$ cat src/rtl/fb_write_bridge_pkg.sv
// fb_bridge_pkg: shared types and defaults for the framebuffer write bridge
package fb_bridge_pkg;
  typedef enum logic [1:0] {RUN, FLUSH, DONE} state_t;
  typedef struct packed {
    logic [31:0] addr;
    logic [31:0] data;
  } wr_entry_t;
  localparam logic [31:0] FB_BASE_DEF = 32'h0000_1000;
  localparam logic [31:0] FB_BYTES_DEF = 32'h0000_1000;
  // 33-bit difference so addresses below base wrap far past any window size
  function automatic logic in_window(logic [31:0] a, logic [31:0] base, logic [31:0] bytes);
    return ({1'b0, a} - {1'b0, base}) < {1'b0, bytes};
  endfunction
endpackage

$ cat src/rtl/fb_write_bridge_if.sv
// fb_write_bridge_if: CPU store, VGA fetch and RAM port bundle
interface fb_write_bridge_if;
  logic        MemWrite;
  logic [31:0] ALUResult;
  logic [31:0] RD2;
  logic        END;
  logic        busy;
  logic        overflow;
  logic        vga_req;
  logic [31:0] vga_addr;
  logic        vga_gnt;
  logic [31:0] ReadData;
  logic        rdata_valid;
  logic [31:0] ADDRES;
  logic        ram_we;
  logic [31:0] ram_wdata;
  logic [31:0] ram_rdata;
  logic        done;
  modport master (
    output MemWrite, ALUResult, RD2, END, vga_req, vga_addr, ram_rdata,
    input  busy, overflow, vga_gnt, ReadData, rdata_valid, ADDRES, ram_we, ram_wdata, done
  );
  modport slave (
    input  MemWrite, ALUResult, RD2, END, vga_req, vga_addr, ram_rdata,
    output busy, overflow, vga_gnt, ReadData, rdata_valid, ADDRES, ram_we, ram_wdata, done
  );
endinterface

$ cat src/rtl/fb_write_bridge_fifo.sv
// fb_wr_fifo: fall-through store FIFO; a full FIFO still accepts a push when popped on the same edge
module fb_wr_fifo
  import fb_bridge_pkg::*;
#(
  parameter int DEPTH = 4
) (
  input  logic                     clk,
  input  logic                     rst,
  input  logic                     push,
  input  logic                     pop,
  input  wr_entry_t                din,
  output wr_entry_t                dout,
  output logic                     full,
  output logic                     empty,
  output logic [$clog2(DEPTH):0]   count
);
  localparam int AW = $clog2(DEPTH);
  localparam int CW = AW + 1;
  wr_entry_t mem [DEPTH];
  logic [AW-1:0] wp, rp;
  logic do_push, do_pop;
  assign do_pop = pop && !empty;
  assign do_push = push && (!full || do_pop);
  assign full = count == CW'(DEPTH);
  assign empty = count == '0;
  assign dout = mem[rp];
  always_ff @(posedge clk)
    if (do_push) mem[wp] <= din;
  always_ff @(posedge clk) begin
    if (rst) begin
      wp <= '0;
      rp <= '0;
      count <= '0;
    end else begin
      wp <= wp + AW'(do_push);
      rp <= rp + AW'(do_pop);
      count <= count + CW'(do_push) - CW'(do_pop);
    end
  end
endmodule

$ cat src/rtl/fb_write_bridge.sv
// fb_write_bridge: buffers CPU stores and drains them into the framebuffer RAM around VGA fetches
module fb_write_bridge
  import fb_bridge_pkg::*;
#(
  parameter int          FIFO_DEPTH   = 4,
  parameter logic [31:0] FB_BASE      = FB_BASE_DEF,
  parameter logic [31:0] FB_BYTES     = FB_BYTES_DEF,
  parameter int          STARVE_LIMIT = 16
) (
  input logic               CLOCK2_50,
  input logic               reset,
  fb_write_bridge_if.slave  bus
);
  localparam int SW = $clog2(STARVE_LIMIT + 1);
  state_t state;
  wr_entry_t head;
  logic full, empty, push, pop, force_wr, vga_win, rd_pend;
  logic [$clog2(FIFO_DEPTH):0] count;
  logic [SW-1:0] starve;
  assign force_wr = starve == SW'(STARVE_LIMIT) && !empty;
  assign vga_win = !force_wr && bus.vga_req;
  assign pop = !empty && !vga_win;
  assign push = state == RUN && bus.MemWrite && in_window(bus.ALUResult, FB_BASE, FB_BYTES);
  assign bus.busy = full;
  fb_wr_fifo #(.DEPTH(FIFO_DEPTH)) u_fifo (
    .clk(CLOCK2_50),
    .rst(reset),
    .push(push),
    .pop(pop),
    .din({bus.ALUResult, bus.RD2}),
    .dout(head),
    .full(full),
    .empty(empty),
    .count(count)
  );
  always_ff @(posedge CLOCK2_50) begin
    if (reset) begin
      bus.ADDRES <= '0;
      bus.ram_we <= 1'b0;
      bus.ram_wdata <= '0;
      bus.ReadData <= '0;
      bus.rdata_valid <= 1'b0;
      bus.vga_gnt <= 1'b0;
      bus.overflow <= 1'b0;
      bus.done <= 1'b0;
      starve <= '0;
      rd_pend <= 1'b0;
      state <= RUN;
    end else begin
      bus.ram_we <= pop;
      bus.vga_gnt <= vga_win;
      if (pop) begin
        bus.ADDRES <= head.addr;
        bus.ram_wdata <= head.data;
      end else if (vga_win) bus.ADDRES <= bus.vga_addr;
      starve <= (vga_win && !empty) ? starve + SW'(starve != SW'(STARVE_LIMIT)) : '0;
      // RAM returns data one edge after the grant; capture it on the next
      rd_pend <= bus.vga_gnt;
      bus.rdata_valid <= rd_pend;
      if (rd_pend) bus.ReadData <= bus.ram_rdata;
      if (push && full && !pop) bus.overflow <= 1'b1;
      if (state == FLUSH && count == '0) bus.done <= 1'b1;
      state <= (state == RUN && bus.END) ? FLUSH :
               (state == FLUSH && count == '0) ? DONE : state;
    end
  end
endmodule

$ cat src/flat_wrapper.sv
// flat-port wrapper written by rule: the top's interface ports become plain ports
module fb_write_bridge_flat import fb_bridge_pkg::*;
#(
  parameter int          FIFO_DEPTH   = 4,
  parameter logic [31:0] FB_BASE      = FB_BASE_DEF,
  parameter logic [31:0] FB_BYTES     = FB_BYTES_DEF,
  parameter int          STARVE_LIMIT = 16
)
  (CLOCK2_50, reset, bus_MemWrite, bus_ALUResult, bus_RD2, bus_END, bus_vga_req, bus_vga_addr, bus_ram_rdata, bus_busy, bus_overflow, bus_vga_gnt, bus_ReadData, bus_rdata_valid, bus_ADDRES, bus_ram_we, bus_ram_wdata, bus_done);
  fb_write_bridge_if bus_i ();
  input logic CLOCK2_50;
  input logic reset;
  input wire logic [$bits(bus_i.MemWrite)-1:0] bus_MemWrite;
  input wire logic [$bits(bus_i.ALUResult)-1:0] bus_ALUResult;
  input wire logic [$bits(bus_i.RD2)-1:0] bus_RD2;
  input wire logic [$bits(bus_i.END)-1:0] bus_END;
  input wire logic [$bits(bus_i.vga_req)-1:0] bus_vga_req;
  input wire logic [$bits(bus_i.vga_addr)-1:0] bus_vga_addr;
  input wire logic [$bits(bus_i.ram_rdata)-1:0] bus_ram_rdata;
  output wire logic [$bits(bus_i.busy)-1:0] bus_busy;
  output wire logic [$bits(bus_i.overflow)-1:0] bus_overflow;
  output wire logic [$bits(bus_i.vga_gnt)-1:0] bus_vga_gnt;
  output wire logic [$bits(bus_i.ReadData)-1:0] bus_ReadData;
  output wire logic [$bits(bus_i.rdata_valid)-1:0] bus_rdata_valid;
  output wire logic [$bits(bus_i.ADDRES)-1:0] bus_ADDRES;
  output wire logic [$bits(bus_i.ram_we)-1:0] bus_ram_we;
  output wire logic [$bits(bus_i.ram_wdata)-1:0] bus_ram_wdata;
  output wire logic [$bits(bus_i.done)-1:0] bus_done;
  assign bus_i.MemWrite = bus_MemWrite;
  assign bus_i.ALUResult = bus_ALUResult;
  assign bus_i.RD2 = bus_RD2;
  assign bus_i.END = bus_END;
  assign bus_i.vga_req = bus_vga_req;
  assign bus_i.vga_addr = bus_vga_addr;
  assign bus_i.ram_rdata = bus_ram_rdata;
  assign bus_busy = bus_i.busy;
  assign bus_overflow = bus_i.overflow;
  assign bus_vga_gnt = bus_i.vga_gnt;
  assign bus_ReadData = bus_i.ReadData;
  assign bus_rdata_valid = bus_i.rdata_valid;
  assign bus_ADDRES = bus_i.ADDRES;
  assign bus_ram_we = bus_i.ram_we;
  assign bus_ram_wdata = bus_i.ram_wdata;
  assign bus_done = bus_i.done;
  fb_write_bridge #(.FIFO_DEPTH(FIFO_DEPTH), .FB_BASE(FB_BASE), .FB_BYTES(FB_BYTES), .STARVE_LIMIT(STARVE_LIMIT)) u_core (.CLOCK2_50(CLOCK2_50), .reset(reset), .bus(bus_i));
endmodule
$ cat config.mk
export PLATFORM = sky130hd
export DESIGN_NAME = fb_write_bridge_flat
export DESIGN_NICKNAME = d
export VERILOG_FILES = /design/src/rtl/fb_write_bridge_pkg.sv /design/src/rtl/fb_write_bridge_if.sv /design/src/rtl/fb_write_bridge_fifo.sv /design/src/rtl/fb_write_bridge.sv /design/src/flat_wrapper.sv
export SDC_FILE = /design/constraint.sdc
export NUM_CORES = 1
export LEC_CHECK = 0
export CAP_MARGIN = 10
export CELL_PAD_IN_SITES_DETAIL_PLACEMENT = 0
export CELL_PAD_IN_SITES_GLOBAL_PLACEMENT = 1
export CORE_ASPECT_RATIO = 1.25
export CORE_UTILIZATION = 48
export CTS_CLUSTER_SIZE = 14
export DETAILED_ROUTE_END_ITERATION = 12
export PLACE_DENSITY_LB_ADDON = 0.15
export SLEW_MARGIN = 10
export SYNTH_ARGS = -nofsm -noshare
export SYNTH_HDL_FRONTEND = slang
export SYNTH_HIERARCHICAL = 1
export SYNTH_SLANG_ARGS = --single-unit
$ cat constraint.sdc
create_clock -name CLOCK2_50 -period 20.7 [get_ports CLOCK2_50]
set_input_delay 2.07 -clock CLOCK2_50 [delete_from_list [all_inputs] [get_ports CLOCK2_50]]
set_output_delay 2.07 -clock CLOCK2_50 [all_outputs]
set_load 0.01 [all_outputs]
; ---- Yosys cells after proc, flatten, opt, wreduce, memory -nomap -nowiden
; Memories as Yosys holds them, arrays and structs flattened. A register that Yosys moved wholly into a read port is not among the register bits.
; Cells that the tools add are included.
[word_totals]
output_inout_bits = 102
regBits = 116
inputBits = 133
mem_count = 1
ram_bits = 256
[classes]
n_addsub = 6
magnitude_cmp = 1
bitwise = 1
n_reduce_logical = 24
mux = 7
eq_ne = 4
[memory_table]
columns = name, words, width, read_ports, rd_ports_with_merged_regs, write_ports, line
row1 = u_core.u_fifo.mem, 4, 64, 1, 1, 1, fb_write_bridge_fifo.sv:19  ; wr_entry_t mem [DEPTH];
[ops]
columns = cell, n
row1 = $mux W32, 2
row2 = $lt A33 B13 Y1 const B, 1
row3 = $sub A32 B13 Y33 const B, 1
row4 = $logic_and A1 B1 Y1, 12
row5 = $add A5 B1 Y5, 1
row6 = $eq A5 B5 Y1 const B, 1
row7 = $logic_not A1 Y1, 5
row8 = $ne A5 B5 Y1 const B, 1
row9 = $add A2 B1 Y2, 2
row10 = $mux W1, 4
row11 = $reduce_bool A2 Y1, 2
row12 = $reduce_or A2 Y1, 2
row13 = $add A3 B1 Y3, 1
row14 = $eq A3 B3 Y1 const B, 1
row15 = $logic_not A3 Y1, 1
row16 = $sub A3 B1 Y3, 1
row17 = $eq A2 B1 Y1 const B, 1
row18 = $logic_not A2 Y1, 1
row19 = $mux W2, 1
row20 = $logic_or A1 B1 Y1, 1
row21 = $not A1 Y1, 1

; ---- Depth between registers and ports, before layout
[depth]
word_depth = 12
depth_mapped = 13

; ---- Hierarchy
; The synthesis kept the hierarchy.
[modules_own_cells]
columns = mod, seq_area_each_um2, instances, cells_each, area_per_inst_um2
row1 = fb_wr_fifo, 7827.5, 1, 371, 9705.6
row2 = fb_write_bridge, 2182.1, 1, 518, 4468.0

; ---- Worst setup path before layout
; OpenSTA, ideal clock, no wires.
[synth_timing]
path_type = input to register
start = in bus_ALUResult[12]
end = mem u_core/u_fifo/mem[0][0] (netlist bit) (enable)
path_buffers = 0
cell_stages = 8
path_slack_ns = 9.842
arrival_ns = 10.191
path_cell_list = inv_1 -> ha_1 -> nor3b_1 -> a21boi_0 -> o21ai_0 -> nand3_1 -> nor3_1 -> nor4b_1
[synth_via]
elab_chain_cells = 6
[synth_lines]
columns = element, line
row1 = from (decl), flat_wrapper.sv:14  ; input wire logic [$bits(bus_i.ALUResult)-1:0] bus_ALUResult;
row2 = $sub A32 B13 Y33, fb_write_bridge_pkg.sv:12  ; return ({1'b0, a} - {1'b0, base}) < {1'b0, bytes};
row3 = $lt A33 B13 Y1, fb_write_bridge_pkg.sv:12
row4 = $logic_and A1 B1 Y1, fb_write_bridge.sv:23  ; assign push = state == RUN && bus.MemWrite && in_window(bus.ALUResult, FB_BASE, FB_BYTES);
row5 = via u_core.push, fb_write_bridge.sv:17  ; logic full, empty, push, pop, force_wr, vga_win, rd_pend;
row6 = $logic_and A1 B1 Y1, fb_write_bridge_fifo.sv:23  ; assign do_push = push && (!full || do_pop);
row7 = $mux W1, fb_write_bridge_fifo.sv:28  ; if (do_push) mem[wp] <= din;
row8 = $mux W1 (implied by the code), fb_write_bridge_fifo.sv:28
row9 = to (decl), fb_write_bridge_fifo.sv:19
; The timed path passes the listed nets, and every way through them passes these cells.

; ---- Worst setup path in the final report
[layout_timing]
start = in bus_ALUResult[12]
end = mem u_core/u_fifo/mem[0][35] (netlist bit) (enable)
; Same word-level chain as after synthesis.

==> flow_metrics.py <==
metrics = {
    "cts": {
        "numCtsBuffers": 37,
        "ctsResizeCount": 0,
        "cts_setup_buffers": 0,
        "path_clk_slew_ns": 0.06,
        "postCtsHoldBufs": 0,
        "root_buffer": "clkbuf_16",
        "cts_tree": "yes",
        "h-tree-depth": 2,
        "worstSkewPairLatency_ns": 0.51,
        "clock_sinks": 372,
        "cts_buffer_depth": 3,
    },
    "synth": {
        "synthArstFlopShare": 0,
        "synth_fp_nets": 1029,
        "synth_top_area_frac": 0.5424,
        "synth_ff_type": "edfxtp_1",
        "avgSynthCellArea_um2": 15.94,
        "synth_cell_types": 51,
        "ys_top_cells_by_count": "256 x edfxtp_1, 134 x nand2_1, 116 x dfxtp_1, 84 x nor2_1, 60 x mux4_2",
        "synthCells": 889,
        "synth_edf_count": 256,
        "synth_top_area_cell": "edfxtp_1",
        "yosysMostFrequentCell": "edfxtp_1",
        "ys_seq_elements": 372,
        "ys_seq_area_frac": 0.7062,
        "ys_warn_count": 6,
        "synth_area_um2": 14170,
        "netlist_top_cells_area": "edfxtp_1 54%, dfxtp_1 16%, mux4_2 9.5%",
    },
    "layout": {
        "drive_gt1_frac": 0.1393,
        "fin_nets": 1260,
        "fillerInstances": 2278,
        "multi_input_area_um2": 3835,
        "diodes": 0,
        "fin_area_um2": 17990,
        "seqCellArea_um2": 10020,
        "finish.utilization": 0.6169,
        "area_growth_pct": 26.93,
    },
    "grt": {
        "overflow": 0,
        "grt_max_degree": 70,
        "antenna_found_initial": 1,
        "grt_usage": 0.1994,
        "grt_pass1_vias": 8428,
        "grt_pass1_wl_mm": 46.40,
    },
    "worst_setup_path": {
        "path_max_fanout": 59,
        "cp.required_ns": 20.83,
        "end_kind": "flip-flop",
        "worst_ep_arrival_time_ns": 6.23,
        "cp-start-kind": "primary input",
        "worst-setup-path-type": "primary input to flip-flop",
    },
    "route": {
        "post_drt_wl_per_cell_um": 18.86,
        "via_count": 8069,
        "detail-route-antenna-nets": 0,
        "drc": 0,
        "dr.pass1.iters": 4,
        "wirelength_mm": 29.13,
        "via_per_inst": 5.223,
        "drt_iter0_drc": 419,
    },
    "timing": {
        "post-route-period-util": 0.2947,
        "tightestPinTransition_ns": 1.023,
        "rsz0062_at_grt": "false",
        "fin_ws_ns": 14.60,
        "finalSetupViolCount": 0,
        "period_minus_slack_ns": 6.100,
        "fin_setup_tns_ns": 0,
        "slew_violations": 0,
        "fmax_ghz": 0.1639,
        "skew_ns": 0.01537,
        "max-slew-margin-rel": 0.3183,
        "finalHoldViolations": 0,
    },
    "pwr": {
        "power_density_nw_per_um2": 85.11,
        "total_leakage_power_nw": 5.856,
        "peakVddDrop_v": 0.00006057,
        "fin_total_pwr_mw": 1.531,
    },
    "floorplan": {
        "initial_utilization": 0.4860,
        "core_area_um2": 29170,
        "std_cell_rows": 70,
        "die_w_um": 155.7,
        "ios": 235,
        "floorplan.die_area_um2": 30220,
        "die_h_um": 194.1,
    },
    "outcome": {
        "status": "completed",
    },
    "placed_design": {
        "postPlaceCellArea_um2": 16780,
        "preCtsSetupSlack_ns": 14.03,
        "gp_congestion": 0.7553,
        "dp_hpwl_mm": 17.51,
        "io_buffers": 234,
    },
    "job": {
        "maxCapViolCount": 0,
    },
    "hold_path": {
        "hold_class": "flip-flop to flip-flop",
    },
}
per-stage QoR:
stage,hold WS [ns],cells
floorplan,0.4586,889
global placement,0.4435,1477
detailed placement,0.4494,1477
CTS,0.4567,1545
global route,0.4782,1545
finish,0.4549,1545
sequential cells by signal, summed over array words and instances (netlist names), 2 cells and up:
register              cells
u_core/u_fifo/mem       256
u_core/bus.ReadData      32
u_core/u_fifo/rp          2
u_core/starve             5
u_core/state              2
u_core/u_fifo/wp          2
u_core/bus.ram_wdata     32
u_core/u_fifo/count       3
u_core/bus.ADDRES        32
area by class of cell:
class	count	area share
Clock buffer	54	0.06183
Clock inverter	14	0.005355
Inverter	7	0.001460
Multi-Input combinational cell	459	0.2132
Sequential cell	372	0.5569
Tap cell	396	0.02754
Timing Repair Buffer	243	0.1338
path summary, 6_finish.rpt:
| check | startpoint | depth (start not counted) | end | slack (ns) |
|---|---|---|---|---|
| worst max register to register | u_core/state[0] | 7 | u_core/u_fifo/mem[0][35] | 16.85 |
| worst max-delay path | bus_ALUResult[12] | 10 | u_core/u_fifo/mem[0][35] | 14.60 |
| worst min-delay path | u_core/bus.ram_wdata[6] | 2 | u_core/bus.ram_wdata[6] | 0.45 |
| worst min register to register | u_core/bus.ram_wdata[6] | 2 | u_core/bus.ram_wdata[6] | 0.45 |
layer usage:
metal	part of all wire	track usage	vias to the layer above
met5	0.00038	0	-
met1	0.42	0.2589	4030
met2	0.52	0.3476	184
met4	0.014	0.04720	2
met3	0.044	0.03464	32
li1	-	-	3821
power breakdown:
part / switching (mW) / internal (mW)
registers: 0.00511 / 0.800
logic: 0.0306 / 0.0427
clock network: 0.266 / 0.386
total: 0.302 / 1.23
critical path, stage by stage:
cell	delay, ns
clkdlybuf4s50_1	0.58
inv_1	0.12
ha_1	0.26
nor3b_1	0.43
a21boi_0	0.16
o21ai_0	0.23
nand3_1	0.10
nor3_1	0.66
nor4b_2	0.74
buf_4	0.82
cell usage in the layout, fill, tap and decap left out, drive strengths merged, types with 4 or more instances in the layout:
| cell type | instances |
|---|---|
| clkdlybuf4s50 | 233 |
| ha | 6 |
| nor4 | 6 |
| mux2i | 32 |
| mux4 | 64 |
| a311oi | 33 |
| nor2b | 10 |
| nand2 | 134 |
| buf | 10 |
| dfxtp | 116 |
| edfxtp | 256 |
| inv | 8 |
| xor2 | 5 |
| nand3 | 7 |
| clkinv | 12 |
| a21oi | 34 |
| nor2 | 84 |
| clkbuf | 54 |
| nor3b | 4 |
logic make-up (layout without fill, tap and decap cells):
family,after synthesis,count (layout),share of synthesized area
AO/OA/AOI/OAI,81,81,0.04767
XOR/XNOR,9,9,0.006621
adder cells (fa/ha/maj),7,7,0.006709
buffers and inverters,58,318,0.02569
flip-flops,372,372,0.7062
multiplexers,96,96,0.1254
AND/OR/NAND/NOR,266,266,0.08174
(Power assumes the default switching activity.)
